## src/rtl/round_sequencer.sv

```systemverilog
// Round controller for the tug-of-war game: random start delay, first-press
// arbitration, scorer handshake, clear phase and end-of-game detection.
module round_sequencer #(
    parameter int DELAY_W        = 24,
    parameter int DELAY_MIN      = 1000,
    parameter int DELAY_SCALE    = 16,
    parameter int TIMEOUT_CYCLES = 50000,
    parameter int CLR_CYCLES     = 500
) (
    input  logic       clk,
    input  logic       rst,
    input  logic       pbl,
    input  logic       pbr,
    input  logic [6:0] score,
    output logic       leds_on,
    output logic       clr,
    output logic       winrnd,
    output logic       right,
    output logic       tie,
    output logic       false_start,
    output logic       game_over,
    output logic       winner_right,
    output logic [1:0] tone_req
);

    typedef enum logic [2:0] {IDLE, ARM, LIT, SCORE, SETTLE, CLEAR, OVER} state_t;

    localparam logic [DELAY_W-1:0] CNT_MAX    = '1;
    localparam logic [DELAY_W-1:0] CNT_ONE    = DELAY_W'(1);
    localparam logic [DELAY_W-1:0] TIMEOUT_LD = DELAY_W'(TIMEOUT_CYCLES);
    localparam logic [DELAY_W-1:0] CLR_LD     = DELAY_W'(CLR_CYCLES);
    localparam logic [6:0]         END_MASK   = 7'b1000001;

    state_t             state;
    logic [7:0]         lfsr;
    logic               pbl_q, pbr_q;
    logic [DELAY_W-1:0] cnt;
    logic               el, er, fb, score_end;
    logic [63:0]        arm_sum;
    logic [DELAY_W-1:0] arm_ld;

    assign el        = pbl & ~pbl_q;
    assign er        = pbr & ~pbr_q;
    assign fb        = lfsr[7] ^ lfsr[5] ^ lfsr[4] ^ lfsr[3];
    assign score_end = |(score & END_MASK);
    // wide sum so a large LFSR*scale saturates instead of wrapping
    assign arm_sum   = 64'(DELAY_MIN) + 64'(lfsr) * 64'(DELAY_SCALE);
    assign arm_ld    = (arm_sum > 64'(CNT_MAX)) ? CNT_MAX : arm_sum[DELAY_W-1:0];

    always_ff @(posedge clk or negedge rst) begin
        if (!rst) begin
            state        <= IDLE;
            lfsr         <= 8'hA5;
            pbl_q        <= 1'b0;
            pbr_q        <= 1'b0;
            cnt          <= '0;
            leds_on      <= 1'b0;
            clr          <= 1'b0;
            winrnd       <= 1'b0;
            right        <= 1'b0;
            tie          <= 1'b0;
            false_start  <= 1'b0;
            game_over    <= 1'b0;
            winner_right <= 1'b0;
            tone_req     <= 2'd0;
        end else begin
            lfsr        <= {lfsr[6:0], fb};
            pbl_q       <= pbl;
            pbr_q       <= pbr;
            winrnd      <= 1'b0;
            right       <= 1'b0;
            tie         <= 1'b0;
            false_start <= 1'b0;
            tone_req    <= 2'd0;
            case (state)
                IDLE: begin
                    if (!pbl && !pbr) begin
                        state <= ARM;
                        cnt   <= arm_ld;
                    end
                end
                // edges beat counter expiry, so a press on the last ARM cycle is a false start
                ARM: begin
                    if (el && er) begin
                        tie   <= 1'b1;
                        clr   <= 1'b1;
                        cnt   <= CLR_LD;
                        state <= CLEAR;
                    end else if (el || er) begin
                        winrnd      <= 1'b1;
                        false_start <= 1'b1;
                        right       <= el;
                        tone_req    <= 2'd2;
                        state       <= SCORE;
                    end else if (cnt <= CNT_ONE) begin
                        leds_on  <= 1'b1;
                        tone_req <= 2'd1;
                        cnt      <= TIMEOUT_LD;
                        state    <= LIT;
                    end else begin
                        cnt <= cnt - CNT_ONE;
                    end
                end
                LIT: begin
                    if (el && er) begin
                        tie     <= 1'b1;
                        leds_on <= 1'b0;
                        clr     <= 1'b1;
                        cnt     <= CLR_LD;
                        state   <= CLEAR;
                    end else if (el || er) begin
                        winrnd   <= 1'b1;
                        right    <= er;
                        tone_req <= 2'd2;
                        leds_on  <= 1'b0;
                        state    <= SCORE;
                    end else if (cnt <= CNT_ONE) begin
                        leds_on <= 1'b0;
                        clr     <= 1'b1;
                        cnt     <= CLR_LD;
                        state   <= CLEAR;
                    end else begin
                        cnt <= cnt - CNT_ONE;
                    end
                end
                SCORE: state <= SETTLE;
                SETTLE: begin
                    if (score_end) begin
                        game_over    <= 1'b1;
                        winner_right <= score[0];
                        tone_req     <= 2'd3;
                        state        <= OVER;
                    end else begin
                        clr   <= 1'b1;
                        cnt   <= CLR_LD;
                        state <= CLEAR;
                    end
                end
                CLEAR: begin
                    if (cnt <= CNT_ONE && !pbl && !pbr) begin
                        clr   <= 1'b0;
                        cnt   <= arm_ld;
                        state <= ARM;
                    end else if (cnt != '0) begin
                        cnt <= cnt - CNT_ONE;
                    end
                end
                OVER:    ;
                default: state <= IDLE;
            endcase
        end
    end

endmodule

```

## config.mk

```make
export PLATFORM = sky130hd
export DESIGN_NAME = round_sequencer
export DESIGN_NICKNAME = d
export VERILOG_FILES = /design/src/rtl/round_sequencer.sv
export SDC_FILE = /design/constraint.sdc
export NUM_CORES = 1
export LEC_CHECK = 0
export BUFFER_PORTS_ARGS = -buffer_cell sky130_fd_sc_hd__buf_2
export CORE_UTILIZATION = 45
export CTS_CLUSTER_DIAMETER = 200
export DETAILED_ROUTE_END_ITERATION = 6
export HOLD_SLACK_MARGIN = 0.08
export SYNTH_ARGS = -nofsm -noshare
export SYNTH_HDL_FRONTEND = slang
export SYNTH_SLANG_ARGS = --single-unit
```

## constraint.sdc

```tcl
create_clock -name clk -period 3.3 [get_ports clk]
set_input_delay 0.66 -clock clk [delete_from_list [all_inputs] [get_ports clk]]
set_output_delay 0.66 -clock clk [all_outputs]
set_load 0.05 [all_outputs]
```

# Word-level counts from Yosys, hierarchy flattened
# Index checks and enable logic that the tools add are counted.
# word_totals
out_inout_bits,10
elab_cells,116
inputBits,11
register_bits,47
# classes
reduce_logical,19
mux,52
bitwise,8
magnitude_cmp,2
addsub,2
n_eq_ne,19
# op_table
op,count
two-way mux 24 bit,11
case mux 24 bit (5 select lines),1
greater-than comparator 13 x 24 -> 1 bit (second input constant),1
<= comparator 24 x 1 -> 1 bit (second input constant),1
two-way mux 3 bit,8
nonzero test 24 bit,1
subtractor 24 x 1 -> 24 bit (second input constant),1
two-way mux 1 bit,21
case mux 3 bit (7 select lines),1
inequality test 2 bit (second input constant),7
adder 10 x 12 -> 13 bit (first input constant),1
two-way mux 2 bit,6
inequality test 3 bit (second input constant),4
AND reduction 6 bit,2
AND reduction 5 bit,2
== test 3 bit (second input constant),3
inequality test 4 bit (second input constant),2
== test 3 x 2 -> 1 bit (second input constant),2
case mux 2 bit (3 select lines),1
nonzero test 5 bit,1
logical AND 1 bit,4
case mux 1 bit (2 select lines),2
case mux 1 bit (4 select lines),1
nonzero test 4 bit,1
10 further kinds,17

# Logic depth before layout (Yosys ltp)
# depth
word_depth,6
depth_mapped,12
depth_no_buf,10

# Least setup slack after synthesis
# No wires, ideal clock.
# synth_path
kind,input to register
from,input pbl
to,register cnt[6]
path_stages,10
arrival_ns,2.297
required_ns,3.179
setup_ns,0.121
path_buffers,2
path_slack_ns,0.882
cell_sequence,nor2b_1 > ha_1 > clkbuf_1 > o21ai_0 > a21oi_1 > o22ai_1 > a41oi_1 > buf_4 > o21ai_0 > o22a_1
# synth_between
elab_chain_cells,5
word_cells_on_any_way,16
classes_between,eq/ne: 4; mux: 4; bitwise: 1; reduce/logical: 7
# synth_lines
element,line,rtl
from (decl),12,"input logic pbl,"
logical NOT 1 bit,"77, 140",
logical AND 1 bit (2 in a row),140,if (cnt <= CNT_ONE && !pbl && !pbr) begin
inequality test 3 bit (no line) or two-way mux 24 bit (tied branches),n/a,
AND reduction 6 bit (no line) or case mux 24 bit (5 select lines) (tied branches),n/a,
to (signal assigned),123,cnt <= cnt - CNT_ONE;
to (signal assigned),142,cnt <= arm_ld;
to (signal assigned),145,cnt <= cnt - CNT_ONE;
to (decl),37,logic [DELAY_W-1:0] cnt;
# Several ways; a longest one is shown, not always the timed one.
# A chain may end at the register's enable or synchronous reset.

# Worst setup path in the final report
# layout_path
from,register cnt[4]
to,register cnt[4]
# layout_between
elab_chain_cells,5
word_cells_on_any_way,16
classes_between,add/sub: 1; order compare: 1; eq/ne: 1; mux: 9; reduce/logical: 4
# layout_lines
element,line,rtl
from (signal assigned),79,cnt <= arm_ld;
from (signal assigned),101,cnt <= cnt - CNT_ONE;
from (signal assigned),123,
subtractor 24 x 1 -> 24 bit or <= comparator 24 x 1 -> 1 bit (tied branches),n/a,
two-way mux 24 bit (tied with other cells),117,end else if (cnt <= CNT_ONE) begin
two-way mux 24 bit (tied with other cells),111,end else if (el || er) begin
two-way mux 24 bit (tied with other cells),105,if (el && er) begin
case mux 24 bit (5 select lines) or AND reduction 6 bit (tied branches),n/a,
# Several ways; a longest one is shown, not always the timed one. The select of a mux whose other input is x is not followed.

==> results.md <==
* Nets at 359
* Antenna cells at 0
* Full die area at 6747 um2
* Setup ws final at around 460 ps
* Ys async rst share at 100.0%
* # resized after CTS at 0
* Avg Cell Area, Syn at between 8 and 9 um2
* Final Max Tran Viols at 0
* Initial antenna violation count at 0
* Register area share after synthesis at between 40% and 50%
* First-pass GRT wire length at around 11 mm
* Unique masters post-synth at a little over 60
* CP Class: register to register
* Worst-skew pair later-pin latency at 300 ps
* HP Class: register to register
* Row Count at 28
* Critical path launch point type: register
* RSZ-0062 raised after global routing: no
* GR Util All Layers at 22.30%
* Final Hold Fails at 0
* TritonCTS clock tree: built
* Die width at 82.14 um
* Synth-to-layout area growth at 8.831%
* Routed vias/inst at about 6
* Post-Route Setup TNS at 0 ps
* Share of layout cells above drive strength 1 at a little over an eighth
* Peak VDD IR at 501.3 uV
* Post-CTS setup buffer count at 0
* Pre-antenna DRT Iters at 5
* Clock Path Buffers at 2
* Largest net degree at the start of global routing at 48
* Post-DP HPWL at a little under 5 mm
* Final setup fails at 0
* WL final at about 7 mm
* Worst-path maximum fanout at 6
* Vias in the first global route at about 2200
* Most used DFF post-synth: dfrtp_1
* Fill count at ~560
* Worst EP arrival at around 3100 ps
* Reg-to-reg startpoint: cnt[4]$_DFFE_PN0P_
* CP max-delay cell: o311ai_1
* Worst-path cell chain: nor4_4, o211ai_2, nor3_1, nor2_1, o311ai_1, a221oi_1, o21ai_0
* Max stage delay on crit path at ~660 ps
* Die height at slightly above 80 um
* Non-Filler Instances at 417
* TritonCTS buffer count at 5
* Clock Pin Slew Worst Setup and Hold Paths at 80 ps
* CTS root buf: clkbuf_8
* Critical path data required time at approximately 3500 ps
* DRT iter0 DRCs at 209
* F_max at roughly 0.35 GHz
* Maximum Capacitance Violations at 0
* Pre-CTS setup slack at 383.9 ps
* CP Launch Point: cnt[4]$_DFFE_PN0P_
* FF-to-FF End: cnt[4]$_DFFE_PN0P_
* Synthesized flop and latch total at 47
* GPL Wtd Cong at 0.8953
* Leakage power at 0.001351 uW
* Port-buffer cells at 15
* Power Density at 834.7 nW/um2
* Outcome: complete, no violations
* CP Capture Type: register
* Mapped Area at between 2000 and 3000 um2
* Reg2Reg Depth at 7
* Final Cycle Share at between 80% and 90%
* IO Count at 21
* Gr ovfl total at 0
* TritonCTS Sinks at 47
* Core Box Area at 6061 um2
* Minimum clock period at approximately 2800 ps
* DRC Markers at 0
* Routed len/inst at around 16 um
* ANT nets after route at 0
* CTS H-tree depth at 2
* R2r setup slk at 460 ps
* Synthesis Warnings at 0
* Mapped Cells at 329
* # placed instances at just over 400
* Pwr Total at 2626 uW
* Worst Tran Pin Value at around 1100 ps
* Post-Syn Nets at between 300 and 400
* CTS Hold Bufs at 0
* Rel. slew slack at between 20% and 30%
* Via count at between 2000 and 2500
* Number of synthesized flops with an enable pin at 0
* Initial core utilization at a little under half
* CP endpoint: cnt[4]$_DFFE_PN0P_
* Post-Route Skew at roughly 13 ps
## cell usage after synthesis (6+ instances only)
library cell / instances / area share (%)
xnor2_1: 7 / 2.1
nand2b_1: 8 / 1.7
clkbuf_1: 10 / 1.3
nor2_1: 25 / 3.2
inv_1: 13 / 1.7
ha_1: 7 / 3.0
nand2_1: 27 / 3.5
nor3_1: 16 / 2.8
o21a_1: 6 / 1.6
a21oi_1: 21 / 3.6
dfrtp_1: 43 / 37
or3_1: 9 / 1.9
o21ai_0: 35 / 6.1
o21ai_1: 12 / 2.1
nand3_1: 9 / 1.6
## cells in the final DEF, fill, tap and decap left out, types with 2 or more instances in the layout
| cell | instances |
|---|---|
| a2111oi_0 | 2 |
| a221oi_1 | 2 |
| inv_1 | 13 |
| o21ai_1 | 12 |
| xor2_1 | 5 |
| a21oi_1 | 21 |
| buf_2 | 15 |
| clkbuf_8 | 6 |
| xnor2_1 | 7 |
| nor4_1 | 4 |
| o21ai_0 | 35 |
| buf_4 | 6 |
| nand3_1 | 9 |
| nand2_1 | 27 |
| dfrtp_1 | 43 |
| nor3b_1 | 3 |
| nor2b_1 | 4 |
| o22ai_1 | 2 |
| dfstp_2 | 4 |
| o31ai_1 | 2 |
| o41ai_1 | 3 |
| a21o_1 | 2 |
| or3_1 | 9 |
| nand2b_1 | 8 |
| o22a_1 | 3 |
| ha_1 | 7 |
| nand4_1 | 2 |
| and2_1 | 2 |
| nor3_1 | 16 |
| a311oi_1 | 2 |
| nor2_1 | 25 |
| a22o_1 | 4 |
| o21a_1 | 6 |
| a31oi_1 | 2 |
## sequential cells by signal, summed over array words and instances (netlist names)
signal / cells
lfsr: 8
tie: 1
state: 3
tone_req: 2
leds_on: 1
pbr_q: 1
game_over: 1
winrnd: 1
false_start: 1
winner_right: 1
cnt: 24
pbl_q: 1
clr: 1
right: 1
## area by class of cell
type                    instances  area (um2)  share of cell area (%)
multi-input cells             253        1584                   50.36
inverters                      13       48.80                   1.551
clock buffers                   6       82.58                   2.625
repair buffers                 21       120.1                   3.819
flip-flops and latches         47        1181                   37.55
well taps                      75       93.84                   2.983
clock inverters                 2       35.03                   1.114
## critical path, delay by kind of cell (launching register included)
kind,cells,cell delay (ps)
compound gates,4,1200
simple gates,3,1090
flops,1,470
## stage by stage
| step | hold WS [ps] | instance area, um2 | util, % |
|---|---|---|---|
| after floorplan | 364.4 | 2890 | - |
| after global placement | 395.9 | 3028 | 49.96 |
| after detailed placement | 395.6 | 3028 | 49.96 |
| after CTS | 408.1 | 3146 | 51.90 |
| after global routing | 412.5 | 3146 | 51.90 |
| final | 406.7 | 3146 | 51.90 |
## how the worst min path moves through the flow
stage / from / end / slack (ps) / cells past startpoint
floorplan: rst / clr$_DFFE_PN0P_ / 360 / 0
global placement: lfsr[0]$_DFF_PN1_ / lfsr[1]$_DFF_PN0_ / 400 / 0
detailed placement: lfsr[0]$_DFF_PN1_ / lfsr[1]$_DFF_PN0_ / 400 / 0
CTS: lfsr[0]$_DFF_PN1_ / lfsr[1]$_DFF_PN0_ / 410 / 0
global route: lfsr[0]$_DFF_PN1_ / lfsr[1]$_DFF_PN0_ / 410 / 0
finish: lfsr[0]$_DFF_PN1_ / lfsr[1]$_DFF_PN0_ / 410 / 0
## layer usage
layer	wire length [um]	vias up	GRT usage, %
met3	272	4	3.187
met1	3481	1178	33.72
met4	35	0	5.088
li1	-	1229	-
met5	0	-	0
met2	3050	52	33.31
## kinds of logic after synthesis
family / count (synthesis) / share of synthesized area (%)
DFF: 47 / 40.87
AOI/OAI and AO/OA: 116 / 26.41
xor gates and xnor gates: 12 / 3.636
adders and majority gates: 7 / 3.030
buffers and inverters: 29 / 4.329
muxes: 1 / 0.3896
and+or+nand+nor: 117 / 21.34
## power breakdown
group / switching, uW / leakage (uW) / internal (uW)
logic: 825 / 0.000695 / 477
clock network: 202 / 0.0000612 / 246
registers: 183 / 0.000594 / 692
total: 1210 / 0.00135 / 1420
(Power assumes the default switching activity.)
